[config.mk]
export PLATFORM = sky130hd
export DESIGN_NAME = switchres_loader
export DESIGN_NICKNAME = d
export VERILOG_FILES = /design/src/rtl/switchres_loader.sv
export SDC_FILE = /design/constraint.sdc
export NUM_CORES = 1
export LEC_CHECK = 0
export ABC_AREA = 1
export ABC_CLOCK_PERIOD_IN_PS = 2000
export BUFFER_PORTS_ARGS = -buffer_cell sky130_fd_sc_hd__buf_4
export CAP_MARGIN = 20
export CORE_MARGIN = 3
export CORE_UTILIZATION = 55
export CTS_BUF_LIST = sky130_fd_sc_hd__clkbuf_8
export DETAILED_ROUTE_END_ITERATION = 8
export GPL_ROUTABILITY_DRIVEN = 0
export PLACE_DENSITY_LB_ADDON = 0.3
export SYNTH_ARGS = -nofsm -noshare
export SYNTH_HDL_FRONTEND = slang
export SYNTH_SLANG_ARGS = --single-unit
[constraint.sdc]
create_clock -name clk_sys -period 2 [get_ports clk_sys]
set_input_delay 0.1 -clock clk_sys [delete_from_list [all_inputs] [get_ports clk_sys]]
set_output_delay 0.1 -clock clk_sys [all_outputs]
set_load 0.05 [all_outputs]
[src/rtl/switchres_loader.sv]
// switchres_loader: on a cmd_switchres request, fetch a 3-word modeline from DDR,
// validate it, commit it to the shadow video-timing registers and acknowledge the
// request with a one-cycle reset_switchres pulse.
// Build option: define SWITCHRES_VBLANK_SYNC_EN to defer the commit to the next
// vga_vblank rising edge; when undefined the commit is immediate and may tear a frame.

module switchres_loader #(
    parameter int unsigned       DDR_AW    = 29,
    parameter logic [DDR_AW-1:0] BASE_ADDR = '0,
    parameter logic [15:0]       TIMEOUT   = 16'd4096
) (
    input  logic              clk_sys,
    input  logic              reset,
    input  logic              cmd_switchres,
    output logic              reset_switchres,
    input  logic              vga_vblank,
    input  logic              ddr_busy,
    output logic              ddr_rd,
    output logic [DDR_AW-1:0] ddr_addr,
    input  logic [63:0]       ddr_dout,
    input  logic              ddr_dout_ready,
    output logic [15:0]       h_active,
    output logic [15:0]       h_begin,
    output logic [15:0]       h_end,
    output logic [15:0]       h_total,
    output logic [15:0]       v_active,
    output logic [15:0]       v_begin,
    output logic [15:0]       v_end,
    output logic [15:0]       v_total,
    output logic [7:0]        ce_div,
    output logic              interlace,
    output logic              timing_valid,
    output logic              mode_update,
    output logic              sw_err,
    output logic              sw_busy
);

    localparam logic [15:0] TMO_LAST = TIMEOUT - 16'd1;

    // 640x480@60 defaults, packed as {total, end, begin, active}
    localparam logic [63:0] H_RST  = {16'd800, 16'd752, 16'd656, 16'd640};
    localparam logic [63:0] V_RST  = {16'd525, 16'd492, 16'd490, 16'd480};
    localparam logic [7:0]  CE_RST = 8'd4;

    typedef enum logic [2:0] {
        S_IDLE,
        S_REQ,
        S_WAIT,
        S_CHECK,
        S_ARM,
        S_APPLY,
        S_ACK,
        S_DONE
    } state_t;

    state_t            st_q;
    logic [1:0]        idx_q;
    logic [DDR_AW-1:0] addr_q;
    logic [15:0]       tmo_q;

    // staging copy of the fetched modeline
    logic [63:0]       stg_h_q;
    logic [63:0]       stg_v_q;
    logic [7:0]        stg_ce_q;
    logic              stg_il_q;

    // committed timing
    logic [63:0]       h_q;
    logic [63:0]       v_q;
    logic [7:0]        ce_q;
    logic              il_q;

    logic              valid_q;
    logic              mode_update_q;
    logic              ack_q;
    logic              err_q;
    logic              busy_q;
    logic              modeline_ok_c;

    // 0 < active < begin < end <= total on one {total, end, begin, active} word
    function automatic logic timing_ok(input logic [63:0] w);
        logic [15:0] act;
        logic [15:0] beg;
        logic [15:0] fin;
        logic [15:0] tot;
        act = w[15:0];
        beg = w[31:16];
        fin = w[47:32];
        tot = w[63:48];
        return (act != 16'd0) && (act < beg) && (beg < fin) && (fin <= tot);
    endfunction

    // Whole-modeline validity check on the staged words
    assign modeline_ok_c = timing_ok(stg_h_q) && timing_ok(stg_v_q) && (stg_ce_q != 8'd0);

`ifdef SWITCHRES_VBLANK_SYNC_EN
    logic vblank_q;
    logic vblank_rise_c;

    assign vblank_rise_c = vga_vblank & ~vblank_q;

    // Vblank edge detector, free-running in every state
    always_ff @(posedge clk_sys) begin
        if (reset) vblank_q <= 1'b0;
        else       vblank_q <= vga_vblank;
    end
`else
    logic unused_vblank;
    assign unused_vblank = vga_vblank;
`endif

    // Read strobe follows the port's ready so a busy stall releases without a bubble
    assign ddr_rd   = (st_q == S_REQ) && !ddr_busy;
    assign ddr_addr = addr_q;

    // Load sequencer: fetch, validate, optionally wait for vblank, commit, acknowledge
    always_ff @(posedge clk_sys) begin
        if (reset) begin
            st_q          <= S_IDLE;
            idx_q         <= 2'd0;
            addr_q        <= BASE_ADDR;
            tmo_q         <= 16'd0;
            stg_h_q       <= H_RST;
            stg_v_q       <= V_RST;
            stg_ce_q      <= CE_RST;
            stg_il_q      <= 1'b0;
            h_q           <= H_RST;
            v_q           <= V_RST;
            ce_q          <= CE_RST;
            il_q          <= 1'b0;
            valid_q       <= 1'b0;
            mode_update_q <= 1'b0;
            ack_q         <= 1'b0;
            err_q         <= 1'b0;
            busy_q        <= 1'b0;
        end else begin
            mode_update_q <= 1'b0;
            ack_q         <= 1'b0;
            case (st_q)
                S_IDLE: begin
                    if (cmd_switchres) begin
                        err_q  <= 1'b0;
                        idx_q  <= 2'd0;
                        addr_q <= BASE_ADDR;
                        busy_q <= 1'b1;
                        st_q   <= S_REQ;
                    end
                end
                S_REQ: begin
                    if (!ddr_busy) begin
                        tmo_q <= 16'd0;
                        st_q  <= S_WAIT;
                    end
                end
                S_WAIT: begin
                    if (ddr_dout_ready) begin
                        if (idx_q == 2'd0) begin
                            stg_h_q <= ddr_dout;
                        end else if (idx_q == 2'd1) begin
                            stg_v_q <= ddr_dout;
                        end else begin
                            stg_ce_q <= ddr_dout[7:0];
                            stg_il_q <= ddr_dout[8];
                        end
                        if (idx_q == 2'd2) begin
                            st_q <= S_CHECK;
                        end else begin
                            idx_q  <= idx_q + 2'd1;
                            addr_q <= addr_q + DDR_AW'(1);
                            st_q   <= S_REQ;
                        end
                    end else if (tmo_q == TMO_LAST) begin
                        err_q <= 1'b1;
                        st_q  <= S_ACK;
                    end else begin
                        tmo_q <= tmo_q + 16'd1;
                    end
                end
                S_CHECK: begin
                    if (modeline_ok_c) begin
                        st_q <= S_ARM;
                    end else begin
                        err_q <= 1'b1;
                        st_q  <= S_ACK;
                    end
                end
                S_ARM: begin
`ifdef SWITCHRES_VBLANK_SYNC_EN
                    if (vblank_rise_c) st_q <= S_APPLY;
`else
                    st_q <= S_APPLY;
`endif
                end
                S_APPLY: begin
                    h_q           <= stg_h_q;
                    v_q           <= stg_v_q;
                    ce_q          <= stg_ce_q;
                    il_q          <= stg_il_q;
                    valid_q       <= 1'b1;
                    mode_update_q <= 1'b1;
                    st_q          <= S_ACK;
                end
                S_ACK: begin
                    ack_q <= 1'b1;
                    st_q  <= S_DONE;
                end
                S_DONE: begin
                    // hold here until the request level drops so it cannot re-trigger
                    if (!cmd_switchres) begin
                        busy_q <= 1'b0;
                        st_q   <= S_IDLE;
                    end
                end
                default: begin
                    busy_q <= 1'b0;
                    st_q   <= S_IDLE;
                end
            endcase
        end
    end

    assign h_active        = h_q[15:0];
    assign h_begin         = h_q[31:16];
    assign h_end           = h_q[47:32];
    assign h_total         = h_q[63:48];
    assign v_active        = v_q[15:0];
    assign v_begin         = v_q[31:16];
    assign v_end           = v_q[47:32];
    assign v_total         = v_q[63:48];
    assign ce_div          = ce_q;
    assign interlace       = il_q;
    assign timing_valid    = valid_q;
    assign mode_update     = mode_update_q;
    assign reset_switchres = ack_q;
    assign sw_err          = err_q;
    assign sw_busy         = busy_q;

endmodule

==> impl_results.md, run 1 <==
* Outcome: finished clean
* Sw Share at 26.5%
* Fmax achieved at 530 MHz
* Pint at 10.2 mW
* Met3 WL at 3240 µm
* Pre-CTS setup slack at 113 ps
* Setup TNS at 0 ps
* Worst r2r src: st_q[2]
* Sink Count at 329
* Leak Pwr at 8.50 nW
* Worst-path clk slew at 70 ps
* HPWL after DPL at 31600 µm
* Final hold violation count at 0
* Number of global-route vias before repair at 13468
* M1 WL at 18400 µm
* Cells after Synth at 1907
* Drt pass-1 iters at 5
* First-pass GRT wire length at 69500 µm
* Top Layer Used: met4
* Setup Crit Path Kind: reg -> out
* DR vias/cell at 5.54
* Register area share after synthesis at 44.9%
* Post-layout util at 71.2%
* Grt ovf at 0
* Layout Cells excl Fill at 2575
* DRC Markers at 0
* Combinational power share at 11.9%
* Placed Cells at 2414
* Power Total at 13.9 mW
* Crit-path max cell delay at 390 ps
* Initial drt markers at 1375
* Design area at 18600 µm²
* Buffers & Inverters on Critical Path at 4
* Pin count of the biggest net entering global routing at 83
* Crit-path leading delay family: buffers and inverters
* Total Die Area at 28700 µm²
* CTS tree: built
* CP required at 1900 ps
* Area contributors post-synth: dfxtp_1 (45%), a21oi_1 (8.7%), ha_1 (8.3%), o21ai_0 (8.0%), nand2_1 (7.8%)
* #FFs+latches synth at 329
* Synth cell types at 47
* CTS Buf Count at 51
* Max cap viols at 0
* Final setup viols at 0
* H-tree depth at 2
* Switch Pwr at 3.67 mW
* EDFF count, synth at 0
* Critical Path AT at 1790 ps
* Syn_area_per_cell at 7.69 µm²
* Hold crit path type: in -> reg
* Starting Density at 56.1%
* Slew margin rel. at 67.9%
* Nets at 2371
* Synth area leader: dfxtp_1
* Wire length on met2 at 21300 µm
* Core region area at 26100 µm²
* CTS Root Cell: clkbuf_8
* Share of layout cells above drive strength 1 at 18.4%
* PD cells at 745 nW/µm²
* Die height at 169 µm
* # rows at 59
* Yosys top cell area share at 44.9%
* Worst skew pair latency at 590 ps
* CTS Buffer Depth at 3
* Startpoint Class: flop
* Final wirelength at 44500 µm
* Crit path capture type: primary output
* Vias at 14261
* Post-synth ARST share at 0%
* Post-Syn Nets at 2074
* Fill count at 2080
* Power share of the clock group at 39.2%
* Crit share post-route at 94.4%
* Final Max Tran Viols at 0
* Skew final at 30.6 ps
* Crit-path cells: inv_2, nor2_1, inv_2, nor2_2, inv_1, nor2_2, buf_4
* Final ANT Viol Nets at 0
* Primary FF master, synth: dfxtp_1
* Io pins at 242
* Worst hold margin at 293 ps
* Initial antenna violation count at 2
* Crit path from: st_q[0]
* Largest fanout on the critical path at 4
* GR Util All Layers at 29.8%
* Hold Path Origin: ddr_dout[23]
* Slowest cell on the critical path: dfxtp_2
* Seq pwr share at 48.9%
* WL/cell at 17.3 µm
* DP Area at 16800 µm²
* # port buffers at 240
* Mapped cell area at 14700 µm²
* Min Tclk post-route at 1890 ps
* Peak supply drop at 624 µV
* Die width at 169 µm
* Worst setup margin at 113 ps
* Slew @ Worst Pin at 477 ps
* Layout area overhead at 26.8%
* Yosys warns at 0
## cells by family (layout without fill, tap and decap cells)
kind of cell,after synthesis,after routing,synth area share [%]
AOI/OAI and AO/OA,541,541,19.3
adders and majority gates,97,97,8.28
DFF,329,329,44.9
and+or+nand+nor,644,644,18.8
xor gates and xnor gates,20,20,1.19
other,0,2,0
buffers and inverters,276,607,7.45
## state kept, by name, summed over array words and instances (netlist names), 2 cells and up
signal,flops
v_q,64
tmo_q,16
stg_h_q,64
st_q,3
stg_v_q,64
h_q,64
idx_q,2
stg_ce_q,8
ce_div,8
ddr_addr,29
## worst register-to-register path, delay by kind of cell (launching register included)
family,cells,cell delay (ps)
compound gates,2,390
flops,1,360
simple gates,5,720
buf+inv,2,250
## final cells by class
class | instances | area, µm² | area share, %
inverters | 176 | 671 | 3.61
clock inverters | 22 | 93.8 | 0.505
diodes | 2 | 5.00 | 0.0269
well taps | 335 | 419 | 2.25
flip-flops and latches | 329 | 6590 | 35.5
clock buffers | 65 | 895 | 4.81
multi-input cells | 1302 | 7060 | 38.0
repair buffers | 344 | 2860 | 15.4
## final timing paths
check / slack [ps] / cells after the start / to
max: 110 / 7 / ddr_rd
max reg2reg: 160 / 9 / stg_v_q[44]
min: 290 / 4 / stg_v_q[23]
min reg2reg: 450 / 2 / v_q[6]
## cells in the mapped netlist (7+ instances only)
cell / instances
a21oi_1: 254
o21ai_0: 234
nor2_2: 7
nand4_1: 18
ha_1: 97
nand3_1: 49
buf_2: 20
clkbuf_1: 70
nand2_1: 303
inv_1: 163
nor3_1: 26
nor2_1: 211
dfxtp_1: 329
xor2_1: 15
o211ai_1: 26
inv_2: 10
## placed cells by master (no fill, tap or decap), types with 7 or more instances in the layout
| cell type | count |
|---|---|
| o211ai_1 | 26 |
| nand2_1 | 299 |
| nand2_2 | 7 |
| nor3_1 | 25 |
| ha_1 | 96 |
| buf_4 | 267 |
| a21oi_1 | 251 |
| nor2_2 | 9 |
| buf_12 | 8 |
| inv_2 | 13 |
| dfxtp_1 | 323 |
| clkbuf_8 | 65 |
| xor2_1 | 15 |
| o21ai_0 | 234 |
| dlygate4sd3_1 | 68 |
| nand4_1 | 18 |
| inv_1 | 177 |
| nand3_1 | 49 |
| nor2_1 | 207 |
## routing by layer
layer / track usage [%] / vias to the layer above
li1: - / 6964
met1: 38.3 / 6634
met2: 50.9 / 572
met3: 4.94 / 91
met4: 11.1 / 0
met5: 0 / -
## power groups by stage
stage	combinational [mW]	sequential (mW)	clock (mW)
floorplan	0.808	7.07	0
global placement	1.43	6.91	0
detailed placement	1.46	6.92	0
CTS	1.59	6.78	5.50
global route	1.79	6.79	5.83
finish	1.65	6.78	5.43
## repair_timing
action / 4_1_cts / 5_1_grt
setup endpoints to repair: 0 / 15
hold buffers: 68 / 0
buffers inserted: 0 / 4
resized for setup: 0 / 22
hold endpoints to repair: 167 / 0
Note: power is estimated with default switching activity, not from simulation.
==> run 2, diff against run 1 <==
- CORE_UTILIZATION: 55 -> 38
- SLEW_MARGIN: default -> 20
==> impl_results.md, run 2 (synthesis results as in run 1) <==
* Final ANT Viol Nets at 0
* # port buffers at 240
* Final Max Tran Viols at 0
* Final setup viols at 0
* GR Util All Layers at 23.5%
* DRC Markers at 0
* CTS Buf Count at 57
* Slew margin rel. at 69.1%
* Number of diodes at 0
* Worst-path clk slew at 70 ps
* Worst setup margin at 59.1 ps
* # rows at 71
* Pin count of the biggest net entering global routing at 93
* WL/cell at 17.8 µm
* Vias at 14406
* CTS Root Cell: clkbuf_8
* Placed Cells at 2626
* DP Area at 17300 µm²
* First-pass GRT wire length at 76200 µm
* Initial antenna violation count at 2
* Grt ovf at 0
* Power Total at 15.2 mW
* Crit-path cells: inv_1, ha_1, nand4_1, nor3_1, nand2_1, nand2_1, nor2_4, nand4_1, nand2_1, a21oi_1
* Skew final at 41.9 ps
* Die height at 202 µm
* Die width at 202 µm
* Fill count at 3619
* Pre-CTS setup slack at -6.82 ps
* PD cells at 780 nW/µm²
* Min Tclk post-route at 1940 ps
* Crit share post-route at 97.0%
* Cell mode on critical path: nand2_1
* Most common cell after layout, fill and taps aside: dfxtp_1
* Initial drt markers at 916
* Final wirelength at 49900 µm
* Drt pass-1 iters at 5
* Slowest cell on the critical path: nor3_1
* Hold crit path type: in -> reg
* Total Die Area at 41000 µm²
* Most frequent cells in the layout: dfxtp_1 (319), buf_4 (303), nand2_1 (299)
* Nets at 2415
* Starting Density at 38.7%
* Final hold violation count at 0
* Worst skew pair latency at 660 ps
* Number of global-route vias before repair at 13666
* CTS tree: built
* Sink Count at 329
* DR vias/cell at 5.14
* Setup Crit Path Kind: reg -> reg
* CP required at 2550 ps
* Slew @ Worst Pin at 459 ps
* RSZ-0062 raised after global routing: yes
* Critical Path AT at 2490 ps
* Layout Cells excl Fill at 2803
* H-tree depth at 2
* Core region area at 37800 µm²
* Startpoint Class: flop
* Layout area overhead at 32.9%
* Design area at 19500 µm²
* Peak supply drop at 434 µV
* Outcome: finished clean
* Max cap viols at 0
* Crit path capture type: flop
* Crit-path max cell delay at 370 ps
* Io pins at 242
* Largest fanout on the critical path at 3
* HPWL after DPL at 36700 µm
* CTS Buffer Depth at 3
* Share of layout cells above drive strength 1 at 21.3%
* Fmax achieved at 515 MHz
* Leak Pwr at 8.83 nW
* Setup TNS at 0 ps
## run 2: cell types whose count changed in the layout (fill, tap and decap cells not counted), moves of 5 or more
cell	change
buf_4	+36
nor2_4	+5
clkbuf_8	+13
clkinv_2	+5
inv_1	-9
## run 2: final timing paths
path | startpoint | to | slack, ps | depth (start not counted)
max | stg_v_q[46] | sw_err | 60 | 10
min | ddr_dout[51] | stg_v_q[51] | 230 | 4
max reg2reg | stg_v_q[46] | sw_err | 60 | 10
min reg2reg | tmo_q[4] | tmo_q[4] | 450 | 2
## run 2: worst max-delay path: cells and delay by family (launching register included)
family / cells / cell delay, ps
AO/OA/AOI/OAI: 1 / 140
adder cells (fa/ha/maj): 1 / 320
buffers and inverters: 1 / 100
flip-flops: 1 / 340
AND/OR/NAND/NOR: 7 / 920
## run 2: area by class of cell
class                           instances  area (µm²)  area share [%]
Multi-Input combinational cell       1302        7160            36.8
Sequential cell                       329        6600            33.9
Timing Repair Buffer                  382        3160            16.2
Clock buffer                           78        1070            5.51
Inverter                              176         673            3.46
Tap cell                              511         639            3.28
Clock inverter                         25         175           0.899
## run 2: routing by layer
metal	vias to the layer above	wire (µm)	GRT usage, %
li1	7068	-	-
met5	-	27	0
met4	4	1810	9.06
met1	6696	21100	29.4
met3	111	3750	5.91
met2	527	23200	38.9
## run 2: repair_timing
item	CTS	global route
setup endpoints to repair	3	37
gates cloned	0	0
gates resized for setup	4	44
hold buffers	68	0
pin swaps	0	12
endpoints found under the hold margin	183	0
buffers inserted	0	6
## run 2: stage by stage
step	utilization (%)	hold slack (ps)
floorplan	-	213
global placement	45.7	324
detailed placement	45.7	323
CTS	50.9	194
global route	51.5	236
finish	51.5	232
## run 2: power by group
part | switching, mW | internal, mW
registers | 0.0891 | 6.69
clock network | 2.89 | 3.73
logic | 1.13 | 0.660
